--- src/rtl/rrd_skid_stage_pkg.sv ---
// Core-wide branch-tracking definitions shared by the branch-aware buffers.
package rrd_skid_stage_pkg;

  localparam int BR_W = 20;

  typedef struct packed {
    logic [BR_W-1:0] resolve_mask;
    logic [BR_W-1:0] mispredict_mask;
  } brupdate_t;

  // A uop dies when flushed or when any of its branches mispredicted.
  function automatic logic kill_by_mask(input logic [BR_W-1:0] mask,
                                        input logic [BR_W-1:0] mispredict,
                                        input logic            flush);
    return flush | (|(mask & mispredict));
  endfunction

endpackage

--- src/rtl/rrd_slot.sv ---
// One storage slot of the skid stage: valid, branch mask and opaque payload.
module rrd_slot #(
  parameter int PAYLOAD_W = 160,
  parameter int BR_W      = 20
) (
  input  logic                 clock,
  input  logic                 reset,
  input  logic                 load,
  input  logic                 clear,
  input  logic [BR_W-1:0]      load_mask,
  input  logic [PAYLOAD_W-1:0] load_payload,
  input  logic [BR_W-1:0]      resolve_mask,
  output logic                 valid,
  output logic [BR_W-1:0]      mask,
  output logic [PAYLOAD_W-1:0] payload
);

  // A held occupant keeps its valid bit and only sheds resolved branches.
  always_ff @(posedge clock or negedge reset) begin
    if (!reset) begin
      valid <= 1'b0;
      mask  <= '0;
    end else if (clear) begin
      valid <= 1'b0;
      mask  <= '0;
    end else if (load) begin
      valid <= 1'b1;
      mask  <= load_mask & ~resolve_mask;
    end else begin
      mask  <= mask & ~resolve_mask;
    end
  end

  // Payload is don't-care while invalid, so it needs no reset.
  always_ff @(posedge clock) begin
    if (load && !clear) begin
      payload <= load_payload;
    end
  end

endmodule

--- src/rtl/rrd_skid_stage.sv ---
// Two-entry branch-aware elastic buffer between register-read and execute issue.
module rrd_skid_stage #(
  parameter int PAYLOAD_W = 160,
  parameter int BR_W      = 20
) (
  input  logic                 clock,
  input  logic                 reset,
  input  logic                 in_valid,
  output logic                 in_ready,
  input  logic [BR_W-1:0]      in_br_mask,
  input  logic [PAYLOAD_W-1:0] in_payload,
  input  logic [BR_W-1:0]      brupd_resolve_mask,
  input  logic [BR_W-1:0]      brupd_mispredict_mask,
  input  logic                 flush,
  output logic                 out_valid,
  input  logic                 out_ready,
  output logic [BR_W-1:0]      out_br_mask,
  output logic [PAYLOAD_W-1:0] out_payload
);

  import rrd_skid_stage_pkg::*;

  brupdate_t brupd;

  logic                 head_valid, tail_valid;
  logic [BR_W-1:0]      head_mask, tail_mask;
  logic [PAYLOAD_W-1:0] head_payload, tail_payload;

  logic head_kill, tail_kill, in_kill;
  logic in_fire, out_fire;
  logic head_keep, tail_keep, in_keep;

  logic                 head_load, head_clear, tail_load, tail_clear;
  logic [BR_W-1:0]      head_src_mask;
  logic [PAYLOAD_W-1:0] head_src_payload;

  assign brupd = '{resolve_mask: brupd_resolve_mask, mispredict_mask: brupd_mispredict_mask};

  assign head_kill = kill_by_mask(head_mask, brupd.mispredict_mask, flush);
  assign tail_kill = kill_by_mask(tail_mask, brupd.mispredict_mask, flush);
  assign in_kill   = kill_by_mask(in_br_mask, brupd.mispredict_mask, flush);

  // Ready depends on registered state only, so a pop never frees space the same cycle.
  assign in_ready    = ~tail_valid;
  assign in_fire     = in_valid & in_ready;
  assign out_valid   = head_valid & ~head_kill;
  assign out_fire    = out_valid & out_ready;
  assign out_br_mask = head_mask & ~brupd.resolve_mask;
  assign out_payload = head_payload;

  assign head_keep = head_valid & ~head_kill & ~out_fire;
  assign tail_keep = tail_valid & ~tail_kill;
  assign in_keep   = in_fire & ~in_kill;

  // Pack survivors oldest-first; in_fire implies an empty tail, so at most two survive.
  always_comb begin
    head_load        = 1'b0;
    head_clear       = 1'b0;
    tail_load        = 1'b0;
    tail_clear       = 1'b0;
    head_src_mask    = in_br_mask;
    head_src_payload = in_payload;

    if (head_keep) begin
      head_load = 1'b0;
    end else if (tail_keep) begin
      head_load        = 1'b1;
      head_src_mask    = tail_mask;
      head_src_payload = tail_payload;
    end else if (in_keep) begin
      head_load = 1'b1;
    end else begin
      head_clear = 1'b1;
    end

    if (head_keep && tail_keep) begin
      tail_load = 1'b0;
    end else if ((head_keep || tail_keep) && in_keep) begin
      tail_load = 1'b1;
    end else begin
      tail_clear = 1'b1;
    end
  end

  rrd_slot #(.PAYLOAD_W(PAYLOAD_W), .BR_W(BR_W)) u_head (
    .clock        (clock),
    .reset        (reset),
    .load         (head_load),
    .clear        (head_clear),
    .load_mask    (head_src_mask),
    .load_payload (head_src_payload),
    .resolve_mask (brupd.resolve_mask),
    .valid        (head_valid),
    .mask         (head_mask),
    .payload      (head_payload)
  );

  rrd_slot #(.PAYLOAD_W(PAYLOAD_W), .BR_W(BR_W)) u_tail (
    .clock        (clock),
    .reset        (reset),
    .load         (tail_load),
    .clear        (tail_clear),
    .load_mask    (in_br_mask),
    .load_payload (in_payload),
    .resolve_mask (brupd.resolve_mask),
    .valid        (tail_valid),
    .mask         (tail_mask),
    .payload      (tail_payload)
  );

endmodule
--- config.mk ---
export PLATFORM = sky130hd
export DESIGN_NAME = rrd_skid_stage
export DESIGN_NICKNAME = d
export VERILOG_FILES = /design/src/rtl/rrd_skid_stage_pkg.sv /design/src/rtl/rrd_slot.sv /design/src/rtl/rrd_skid_stage.sv
export SDC_FILE = /design/constraint.sdc
export NUM_CORES = 1
export LEC_CHECK = 0
export CAP_MARGIN = 20
export CORE_ASPECT_RATIO = 1.1
export CORE_MARGIN = 10
export CORE_UTILIZATION = 57
export DETAILED_ROUTE_END_ITERATION = 6
export DONT_BUFFER_PORTS = 1
export PLACE_DENSITY_LB_ADDON = 0.3
export SKIP_LAST_GASP = 1
export SYNTH_ARGS = -nofsm -noshare
export SYNTH_HDL_FRONTEND = slang
export SYNTH_HIERARCHICAL = 1
export SYNTH_SLANG_ARGS = --single-unit
--- constraint.sdc ---
create_clock -name clock -period 9.52 [get_ports clock]
set_input_delay 0.476 -clock clock [delete_from_list [all_inputs] [get_ports clock]]
set_output_delay 0.476 -clock clock [all_outputs]
set_load 0.05 [all_outputs]
==> results of run 1 <==
-- synthesized netlist by cell type, drive strengths merged --
master  count
nand4       4
nand2b      1
edfxtp    320
inv         1
nor2        7
dfrtp      42
mux2i      40
nand2       4
nor2b      25
a221oi      4
nor3       41
o41ai       1
nand3       2
buf        29
mux2      180
a41oi       1
and4        1
a222oi      2
nor4        2
nor3b       1
a22o        4
a22oi      18
-- layer usage --
metal / global-route usage / wire (um) / part of all wire
met5: 0 / 0 / 0
met4: 0.0572 / 791 / 0.023
met3: 0.105 / 4720 / 0.14
met2: 0.343 / 17000 / 0.50
met1: 0.224 / 11300 / 0.33
-- worst register-to-register path, cell delays in order, from the launching register on --
cell and delay [ps]:
dfrtp_1 410, a222oi_1 530, nand3_1 300, nor4_1 690
nor2b_2 140, nor2b_4 500, buf_4 350, buf_4 680
-- report_power, final --
part / switching, mW / internal (mW)
clock network: 0.582 / 0.960
registers: 0.00000590 / 1.73
logic: 0.0169 / 0.0275
total: 0.599 / 2.72
-- state kept, by name, indices dropped and copies added (netlist names) --
register,flops
u_head/payload,160
u_tail/valid,1
u_tail/mask,20
u_head/valid,1
u_tail/payload,160
u_head/mask,20
-- layout by cell type, fill, tap and decap left out, types with 5 or more instances in the layout --
cell,instances
nor2b_1,22
edfxtp_1,320
buf_4,11
mux2i_1,40
dfrtp_1,42
clkbuf_1,7
clkbuf_16,38
bufinv_16,8
a22oi_1,18
mux2_1,100
nor3_2,37
mux2_2,80
nor2_1,5
-- logic make-up after synthesis --
kind of cell / count (synthesis) / share of synthesized area
flip-flops: 362 / 0.748
multiplexers: 220 / 0.170
AND/OR/NAND/NOR: 88 / 0.0463
AO/OA/AOI/OAI: 30 / 0.0176
buffers and inverters: 30 / 0.0175
-- area by class of cell --
type,instances,share of cell area
Clock buffer,46,0.0622
Clock inverter,20,0.0202
Inverter,1,0.000236
Multi-Input combinational cell,338,0.212
Sequential cell,362,0.669
Tap cell,310,0.0243
Timing Repair Buffer,16,0.0122
-- per-stage QoR --
step,hold slack (ps),util,area (sq um)
after floorplan,180,-,14300
after global placement,182,0.591,14500
after detailed placement,182,0.591,14500
after CTS,16.4,0.646,15900
after global routing,14.2,0.649,15900
final,33.9,0.649,15900
-- path summary, 6_finish.rpt --
check	startpoint	end	cells past startpoint
setup reg to reg	u_head/mask[2]$_DFF_PN0_	u_head/payload[4]$_DFFE_PP_	7
max in group asynchronous	reset	u_tail/mask[17]$_DFF_PN0_	2
hold reg to reg	u_head/valid$_DFFE_PN0P_	u_head/valid$_DFFE_PN0P_	2
min in group asynchronous	reset	u_head/valid$_DFFE_PN0P_	2
hold / removal	brupd_resolve_mask[3]	u_tail/mask[3]$_DFF_PN0_	1
setup / recovery	u_head/mask[2]$_DFF_PN0_	u_head/payload[4]$_DFFE_PP_	7
-- what timing repair did --
action / 4_1_cts / 5_1_grt
setup buffers: 0 / 0
setup endpoints to repair: 0 / 0
hold endpoints to repair: 42 / 0
hold buffers: 2 / 0
resized for setup: 0 / 0
==> flow_summary_export.csv, run 1 <==
group,metric,value,unit
logic_synthesis,synth-seq-area-share,0.748,
sta,drv_slew,0,
clock_network,cts_root_buf,"clkbuf_16",
final_layout,multiInputGateArea,3380,sq um
critical_path,crit_path_max_incr_delay,690,ps
floorplanning,dieArea,31700,sq um
critical_path,crit_chain,"a222oi_1 > nand3_1 > nor4_1 > nor2b_2 > nor2b_4 > buf_4 > buf_4",
placement,io_buffers,0,
floorplanning,coreArea,24500,sq um
detailed_routing,dr.pass1.iters,5,
clock_network,cts.sinks,362,
floorplanning,start_util,0.580,
power_and_ir_drop,p_per_area,208,nW/um^2
logic_synthesis,netlist_instances,730,
critical_path,crit_family,"simple AND/OR/NAND/NOR gates",
power_and_ir_drop,p_total,3.31,mW
sta,relSlewSlack,0.233,
floorplanning,row_count,60,
critical_path,slowest_stage,"nor4_1",
detailed_routing,viasPerCell,6.17,
logic_synthesis,synth.largest_area_cell,"edfxtp_1",
sta,hold_viol,0,
global_routing,track_usage,0.205,
clock_network,path_clk_slew,60,ps
power_and_ir_drop,leakagePower,5.14,nW
critical_path,timing.reg2reg.setup_slack,5550,ps
clock_network,numCtsBuffers,36,
global_routing,antenna_found_initial,0,
floorplanning,io_pins,407,
flow_run,cap_violations,0,
sta,fmax,252,MHz
detailed_routing,antenna_left,0,
clock_network,cts_tree,"yes",
logic_synthesis,synth_cell_type_count,28,
final_layout,fin_cells,1093,
logic_synthesis,synth_top_area_share,0.675,
floorplanning,die_y,186,um
sta,fin_ws,5550,ps
run_status,status,"finished clean",
detailed_routing,drcViolationCount,0,
critical_path,cp_common_cell,"buf_4",
clock_network,clock_tree.buffer_depth,3,
sta,fin_crit,3970,ps
critical_path,path_buf_inv,2,
placement,globalplace.congestion,0.907,
final_layout,seqCellArea,10700,sq um
sta,setup_tns,0,ps
sta,rsz0062_at_grt,"false",
clock_network,clkLatencyLatePin,510,ps
sta,skew,24.0,ps
final_layout,diodes,0,
detailed_routing,vias,6748,
floorplanning,die_w,171,um
final_layout,n_fill_cell,1611,
logic_synthesis,yosys-top-cells-area,"edfxtp_1 (67%), mux2_1 (7.9%), dfrtp_1 (7.4%), mux2_2 (6.3%), mux2i_1 (2.8%)",
logic_synthesis,synth_seq_cells,362,
critical_path,required,9660,ps
global_routing,grt_first_pass_wirelength,48800,um
global_routing,grt-ovfl-total,0,
logic_synthesis,syn_avg_cell_area,19.5,sq um
logic_synthesis,yosys_warnings,6,
critical_path,end_kind,"flip-flop",
logic_synthesis,syn_nets,955,
final_layout,final_nets,980,
detailed_routing,first_iter_violations,535,
critical_path,critPathLaunchType,"flip-flop",
placement,dpl.hpwl,24100,um
global_routing,grt_max_degree,87,
power_and_ir_drop,ir_drop,0.131,mV
clock_network,h-tree-depth,2,
global_routing,grt_pass1_vias,7198,
placement,place_ws,4880,ps
hold_path,hp-class,"in -> reg",
placement,dp_cells,1022,
detailed_routing,totalWireLength,33800,um
critical_path,path_class,"reg -> reg",
sta,period_share,0.417,
sta,max_slew.worst_pin.slew,1150,ps
critical_path,critPathMaxFanout,59,
critical_path,cp.arrival,4110,ps
final_layout,syn2layout_area_growth,11.9,%
sta,finalSetupViolCount,0,
logic_synthesis,synth_area,14200,sq um
detailed_routing,wl_per_cell,30.9,um
final_layout,drive_above_1_share,0.249,
(Power assumes the default switching activity.)
==> inputs of run 2 (changes only) <==
--- a/config.mk
+++ b/config.mk
@@ -8,7 +8,7 @@
 export CAP_MARGIN = 20
 export CORE_ASPECT_RATIO = 1.1
 export CORE_MARGIN = 10
-export CORE_UTILIZATION = 57
+export CORE_UTILIZATION = 58
 export DETAILED_ROUTE_END_ITERATION = 6
 export DONT_BUFFER_PORTS = 1
 export PLACE_DENSITY_LB_ADDON = 0.3
==> constraint.sdc (replaced) <==
create_clock -name clock -period 3.75 [get_ports clock]
set_input_delay 0.1875 -clock clock [delete_from_list [all_inputs] [get_ports clock]]
set_output_delay 0.1875 -clock clock [all_outputs]
set_load 0.05 [all_outputs]
==> run 2 against run 1 <==
Effect of this change: design area grew 11%; sequential power grew to 2.5 times the previous value; final cell count increased by 19%; largest cell class unchanged; largest power group unchanged; sequential share of layout area fell by 6.9 points; setup slack lost 5200 ps; power increased by 140%; clock skew shrank 13 ps.
==> flow_summary_export.csv, run 2 (synthesis gave the netlist of run 1 again) <==
group,metric,value,unit
run_status,status,"finished clean",
power_and_ir_drop,power_frac_comb,0.040,
critical_path,crit_path_max_incr_delay,570,ps
sta,rsz0062_at_grt,"false",
detailed_routing,first_iter_violations,701,
sta,hold_viol,0,
final_layout,post-route-util,0.730,
clock_network,h-tree-depth,2,
power_and_ir_drop,clockPowerShare,0.412,
critical_path,required,4140,ps
global_routing,use_met3,0.0852,
floorplanning,die_w,169,um
global_routing,grt.met1_usage,0.261,
clock_network,clkLatencyLatePin,510,ps
clock_network,cts_root_buf,"clkbuf_16",
critical_path,critPathLaunchType,"flip-flop",
clock_network,post_cts_resized,0,
detailed_routing,viasPerCell,5.99,
global_routing,grt_pass1_vias,8465,
sta,finalSetupViolCount,0,
flow_run,cap_violations,0,
global_routing,grt.busiest_layer,"met2",
global_routing,grt_max_degree,106,
clock_network,clock_tree.buffer_depth,3,
power_and_ir_drop,power.internal,6.40,mW
sta,skew,11.3,ps
floorplanning,die_y,184,um
detailed_routing,totalWireLength,38500,um
final_layout,n_fill_cell,1378,
placement,dpl.hpwl,23900,um
global_routing,grt_first_pass_wirelength,56000,um
critical_path,crit_family,"buffers and inverters",
critical_path,cp.arrival,3800,ps
sta,holdWs,20.9,ps
clock_network,path_clk_slew,60,ps
sta,fmax,293,MHz
critical_path,path_buf_inv,2,
global_routing,antenna_found_initial,2,
global_routing,grt-ovfl-total,0,
placement,io_buffers,0,
power_and_ir_drop,p_sw,1.60,mW
clock_network,numCtsBuffers,35,
hold_path,hp-class,"in -> reg",
final_layout,layout_commonest_cell,"edfxtp_1",
detailed_routing,drcViolationCount,0,
clock_network,cts.sinks,362,
detailed_routing,vias,7780,
critical_path,path_class,"reg -> reg",
sta,setup_tns,0,ps
critical_path,slowest_stage,"dlygate4sd3_1",
placement,globalplace.congestion,0.865,
critical_path,end_kind,"flip-flop",
sta,fin_crit,3410,ps
power_and_ir_drop,swShare,0.200,
final_layout,drive_above_1_share,0.186,
placement,place_ws,870,ps
final_layout,layout_common_cells,"edfxtp_1 (320), dlygate4sd3_1 (207), mux2_1 (100)",
floorplanning,io_pins,407,
global_routing,track_usage,0.236,
sta,drv_slew,0,
global_routing,use_met2,0.399,
sta,fin_ws,340,ps
power_and_ir_drop,ir_drop,0.327,mV
power_and_ir_drop,leakagePower,5.92,nW
floorplanning,start_util,0.586,
final_layout,largestRegisters,"u_head/payload: 160 flops, u_tail/payload: 160 flops",
power_and_ir_drop,p_per_area,450,nW/um^2
detailed_routing,wl_per_cell,29.6,um
floorplanning,row_count,60,
final_layout,syn2layout_area_growth,24.7,%
detailed_routing,dr.pass1.iters,5,
sta,relSlewSlack,0.247,
power_and_ir_drop,p_total,8.00,mW
detailed_routing,antenna_left,0,
floorplanning,dieArea,31200,sq um
floorplanning,coreArea,24300,sq um
clock_network,cts_tree,"yes",
critical_path,crit_chain,"a222oi_1 > nand3_1 > o41ai_4 > buf_12 > mux2_1 > mux2i_1 > nor3_2 > dlygate4sd3_1",
critical_path,critPathMaxFanout,105,
power_and_ir_drop,sequentialPowerShare,0.548,
final_layout,final_nets,1182,
sta,max_slew.worst_pin.slew,1130,ps
sta,period_share,0.909,
## run 2: path summary, 6_finish.rpt
kind / start / to / slack, ps / depth (start not counted)
worst max-delay path: u_head/mask[2]$_DFF_PN0_ / u_head/mask[18]$_DFF_PN0_ / 340 / 8
worst min-delay path: in_br_mask[15] / u_head/mask[15]$_DFF_PN0_ / 20 / 3
worst max register to register: u_head/mask[2]$_DFF_PN0_ / u_head/mask[18]$_DFF_PN0_ / 340 / 8
worst min register to register: u_head/valid$_DFFE_PN0P_ / u_head/valid$_DFFE_PN0P_ / 500 / 2
max in group asynchronous: reset / u_tail/mask[2]$_DFF_PN0_ / 3390 / 2
min in group asynchronous: reset / u_tail/mask[15]$_DFF_PN0_ / 160 / 2
## run 2: through the flow
stage               cell area (sq um)  std cells
finish                          17800       1298
global route                    17800       1296
CTS                             17800       1294
detailed placement              14600       1022
global placement                14600       1022
floorplan                       14300        730
## run 2: power groups by stage
| stage | sequential [mW] | clock (mW) | combinational (mW) |
|---|---|---|---|
| floorplan | 4.47 | 0 | 0.0830 |
| global placement | 4.47 | 0 | 0.0930 |
| detailed placement | 4.47 | 0 | 0.0992 |
| CTS | 4.38 | 3.31 | 0.316 |
| global route | 4.38 | 3.49 | 0.347 |
| finish | 4.38 | 3.29 | 0.324 |
## run 2: area by class of cell
type | instances | area (sq um) | area share
Timing Repair Buffer | 219 | 2250 | 0.127
Tap cell | 310 | 388 | 0.0218
Antenna cell | 4 | 10.0 | 0.000564
Sequential cell | 362 | 10700 | 0.600
Inverter | 1 | 3.75 | 0.000211
Clock buffer | 48 | 966 | 0.0544
Multi-Input combinational cell | 338 | 3400 | 0.191
Clock inverter | 16 | 85.1 | 0.00479
## run 2: worst register-to-register path, stage by stage (launching register included)
cell,delay (ps)
dfrtp_1,400
a222oi_1,410
nand3_1,290
o41ai_4,510
buf_12,470
mux2_1,390
mux2i_1,190
nor3_2,60
dlygate4sd3_1,580
## run 2: what timing repair did
item,CTS,global route
buffers inserted,0,0
endpoints found under the hold margin,402,0
hold buffers,208,0
## run 2: metal layers
metal / wire (um) / vias up
met5: 0 / -
met4: 1750 / 0
met3: 3870 / 93
met2: 19500 / 467
met1: 13300 / 3868
li1: - / 3352
==> inputs of run 3 (changes only) <==
--- a/config.mk
+++ b/config.mk
@@ -8,7 +8,7 @@
 export CAP_MARGIN = 20
 export CORE_ASPECT_RATIO = 1.1
 export CORE_MARGIN = 10
-export CORE_UTILIZATION = 58
+export CORE_UTILIZATION = 30
 export DETAILED_ROUTE_END_ITERATION = 6
 export DONT_BUFFER_PORTS = 1
 export PLACE_DENSITY_LB_ADDON = 0.3
==> run 3 against run 2 <==
Effect of this change: setup slack got worse by 89 ps; combinational power about the same; critical path depth is the same; clock-buffer cell count grew 6; clock skew rose by 3.9 ps; die area is 81% higher; design area grew 4.1%; final cell count grew 27%; register-to-register slack got worse by 90 ps; worst hold slack improved by 31 ps; sequential power about the same; fmax decreased by 2.6%; critical path type unchanged; largest cell class unchanged.
==> flow_summary_export.csv, run 3 (synthesis gave the netlist of run 1 again) <==
group,metric,value,unit
hold_path,min_to,"u_tail/payload[69]$_DFFE_PP_",
sta,relSlewSlack,0.254,
clock_network,clock_tree.buffer_depth,3,
floorplanning,coreArea,46800,sq um
sta,fin_crit,3500,ps
floorplanning,die_w,228,um
global_routing,track_usage,0.134,
final_layout,drive_above_1_share,0.187,
clock_network,numCtsBuffers,40,
clock_network,clkLatencyLatePin,550,ps
detailed_routing,antenna_left,0,
sta,period_share,0.933,
critical_path,required,4180,ps
critical_path,critPathMaxFanout,87,
final_layout,n_fill_cell,4277,
critical_path,path_class,"reg -> reg",
critical_path,end_kind,"flip-flop",
critical_path,cp.arrival,3930,ps
critical_path,timing.reg2reg.setup_slack,250,ps
clock_network,cts.sinks,362,
final_layout,layout_commonest_cell,"edfxtp_1",
detailed_routing,drcViolationCount,0,
floorplanning,row_count,83,
global_routing,grt-ovfl-total,0,
clock_network,cts_setup_buffers,0,
global_routing,grt_first_pass_wirelength,58500,um
sta,drv_slew,0,
critical_path,r2r-start,"u_head/mask[2]$_DFF_PN0_",
critical_path,reg2reg_to,"u_head/mask[3]$_DFF_PN0_",
placement,io_buffers,0,
hold_path,hp-class,"in -> reg",
placement,globalplace.congestion,0.809,
floorplanning,die_y,249,um
floorplanning,dieArea,56600,sq um
sta,skew,15.1,ps
power_and_ir_drop,ir_drop,0.390,mV
final_layout,final_nets,1200,
sta,max_slew.worst_pin.slew,1120,ps
power_and_ir_drop,p_per_area,459,nW/um^2
floorplanning,start_util,0.304,
clock_network,path_clk_slew,60,ps
flow_run,cap_violations,0,
clock_network,postCtsHoldBufs,222,
power_and_ir_drop,p_total,8.49,mW
detailed_routing,viasPerCell,4.63,
global_routing,antenna_found_initial,3,
placement,dpl.hpwl,25600,um
detailed_routing,totalWireLength,39300,um
sta,fmax,286,MHz
sta,finalSetupViolCount,0,
critical_path,r2r_cells,8,
final_layout,layout_common_cells,"edfxtp_1 (320), dlygate4sd3_1 (221), mux2_1 (100)",
final_layout,largestRegisters,"u_head/payload: 160 flops, u_tail/payload: 160 flops",
global_routing,grt_max_degree,100,
sta,rsz0062_at_grt,"false",
floorplanning,io_pins,407,
sta,hold_viol,0,
detailed_routing,dr.pass1.iters,4,
clock_network,cts_root_buf,"clkbuf_16",
critical_path,critPathLaunchType,"flip-flop",
clock_network,post_cts_resized,0,
final_layout,syn2layout_area_growth,29.9,%
hold_path,holdPathStages,3,
detailed_routing,first_iter_violations,490,
power_and_ir_drop,leakagePower,6.07,nW
hold_path,hp-start,"out_ready",
detailed_routing,wl_per_cell,23.9,um
sta,setup_tns,0,ps
clock_network,h-tree-depth,2,
detailed_routing,vias,7620,
run_status,status,"finished clean",
clock_network,cts_tree,"yes",
global_routing,grt_pass1_vias,8350,
## run 3: cell types whose count changed in the layout (fill, tap and decap cells not counted), sizes merged
cell         before  now
buf              12   11
bufinv            0    3
clkbuf           48   54
clkinv           15   12
clkinvlp          0    1
diode             4    3
dlygate4sd3     207  221
inv               2    3
## run 3: final cells by class
| cell class | instances | area [sq um] | share of cell area |
|---|---|---|---|
| multi-input combinational | 338 | 3400 | 0.184 |
| clock inverter | 18 | 166 | 0.00900 |
| tap | 637 | 797 | 0.0431 |
| sequential | 362 | 10700 | 0.576 |
| timing repair buffer | 232 | 2390 | 0.129 |
| inverter | 1 | 3.75 | 0.000203 |
| clock buffer | 54 | 1070 | 0.0581 |
| antenna | 3 | 7.51 | 0.000406 |
## run 3: through the flow
step	hold WS, ps	instances	util	instance area [sq um]	setup WS (ps)
floorplan	-108	730	-	14300	-721
global placement	-107	1348	0.320	15000	729
detailed placement	-106	1348	0.320	15000	726
CTS	21.2	1642	0.395	18500	213
global route	49.9	1645	0.395	18500	72.6
finish	52.4	1645	0.395	18500	251
## run 3: worst max path at each step
stage,startpoint,endpoint,slack (ps),depth (start not counted)
4_1_cts,u_head/mask[2]$_DFF_PN0_,u_head/mask[2]$_DFF_PN0_,210,8
3_5_place_dp,u_head/mask[2]$_DFF_PN0_,u_tail/payload[149]$_DFFE_PP_,730,7
2_1_floorplan,u_head/mask[2]$_DFF_PN0_,u_tail/payload[0]$_DFFE_PP_,-720,8
3_3_place_gp,u_head/mask[2]$_DFF_PN0_,u_tail/payload[150]$_DFFE_PP_,730,7
5_1_grt,u_head/mask[2]$_DFF_PN0_,u_head/mask[3]$_DFF_PN0_,70,8
6_report,u_head/mask[2]$_DFF_PN0_,u_head/mask[3]$_DFF_PN0_,250,8
## run 3: critical path, cell delays in order (launching register included)
cell,delay [ps]
dfrtp_1,390
a222oi_1,520
nand3_1,310
o41ai_4,500
buf_12,420
mux2_1,370
mux2i_1,190
nor3_2,60
dlygate4sd3_1,560
## run 3: power breakdown
part	switching, mW	internal, mW
clock	1.56	2.22
combinational	0.114	0.210
sequential	0.0000152	4.39
total	1.67	6.81
## run 3: layer usage
| layer | GRT usage | vias to the layer above | share of wire |
|---|---|---|---|
| li1 | - | 3382 | - |
| met1 | 0.151 | 3841 | 0.38 |
| met2 | 0.225 | 322 | 0.50 |
| met3 | 0.0482 | 75 | 0.079 |
| met4 | 0.0585 | 0 | 0.034 |
| met5 | 0 | - | 0 |
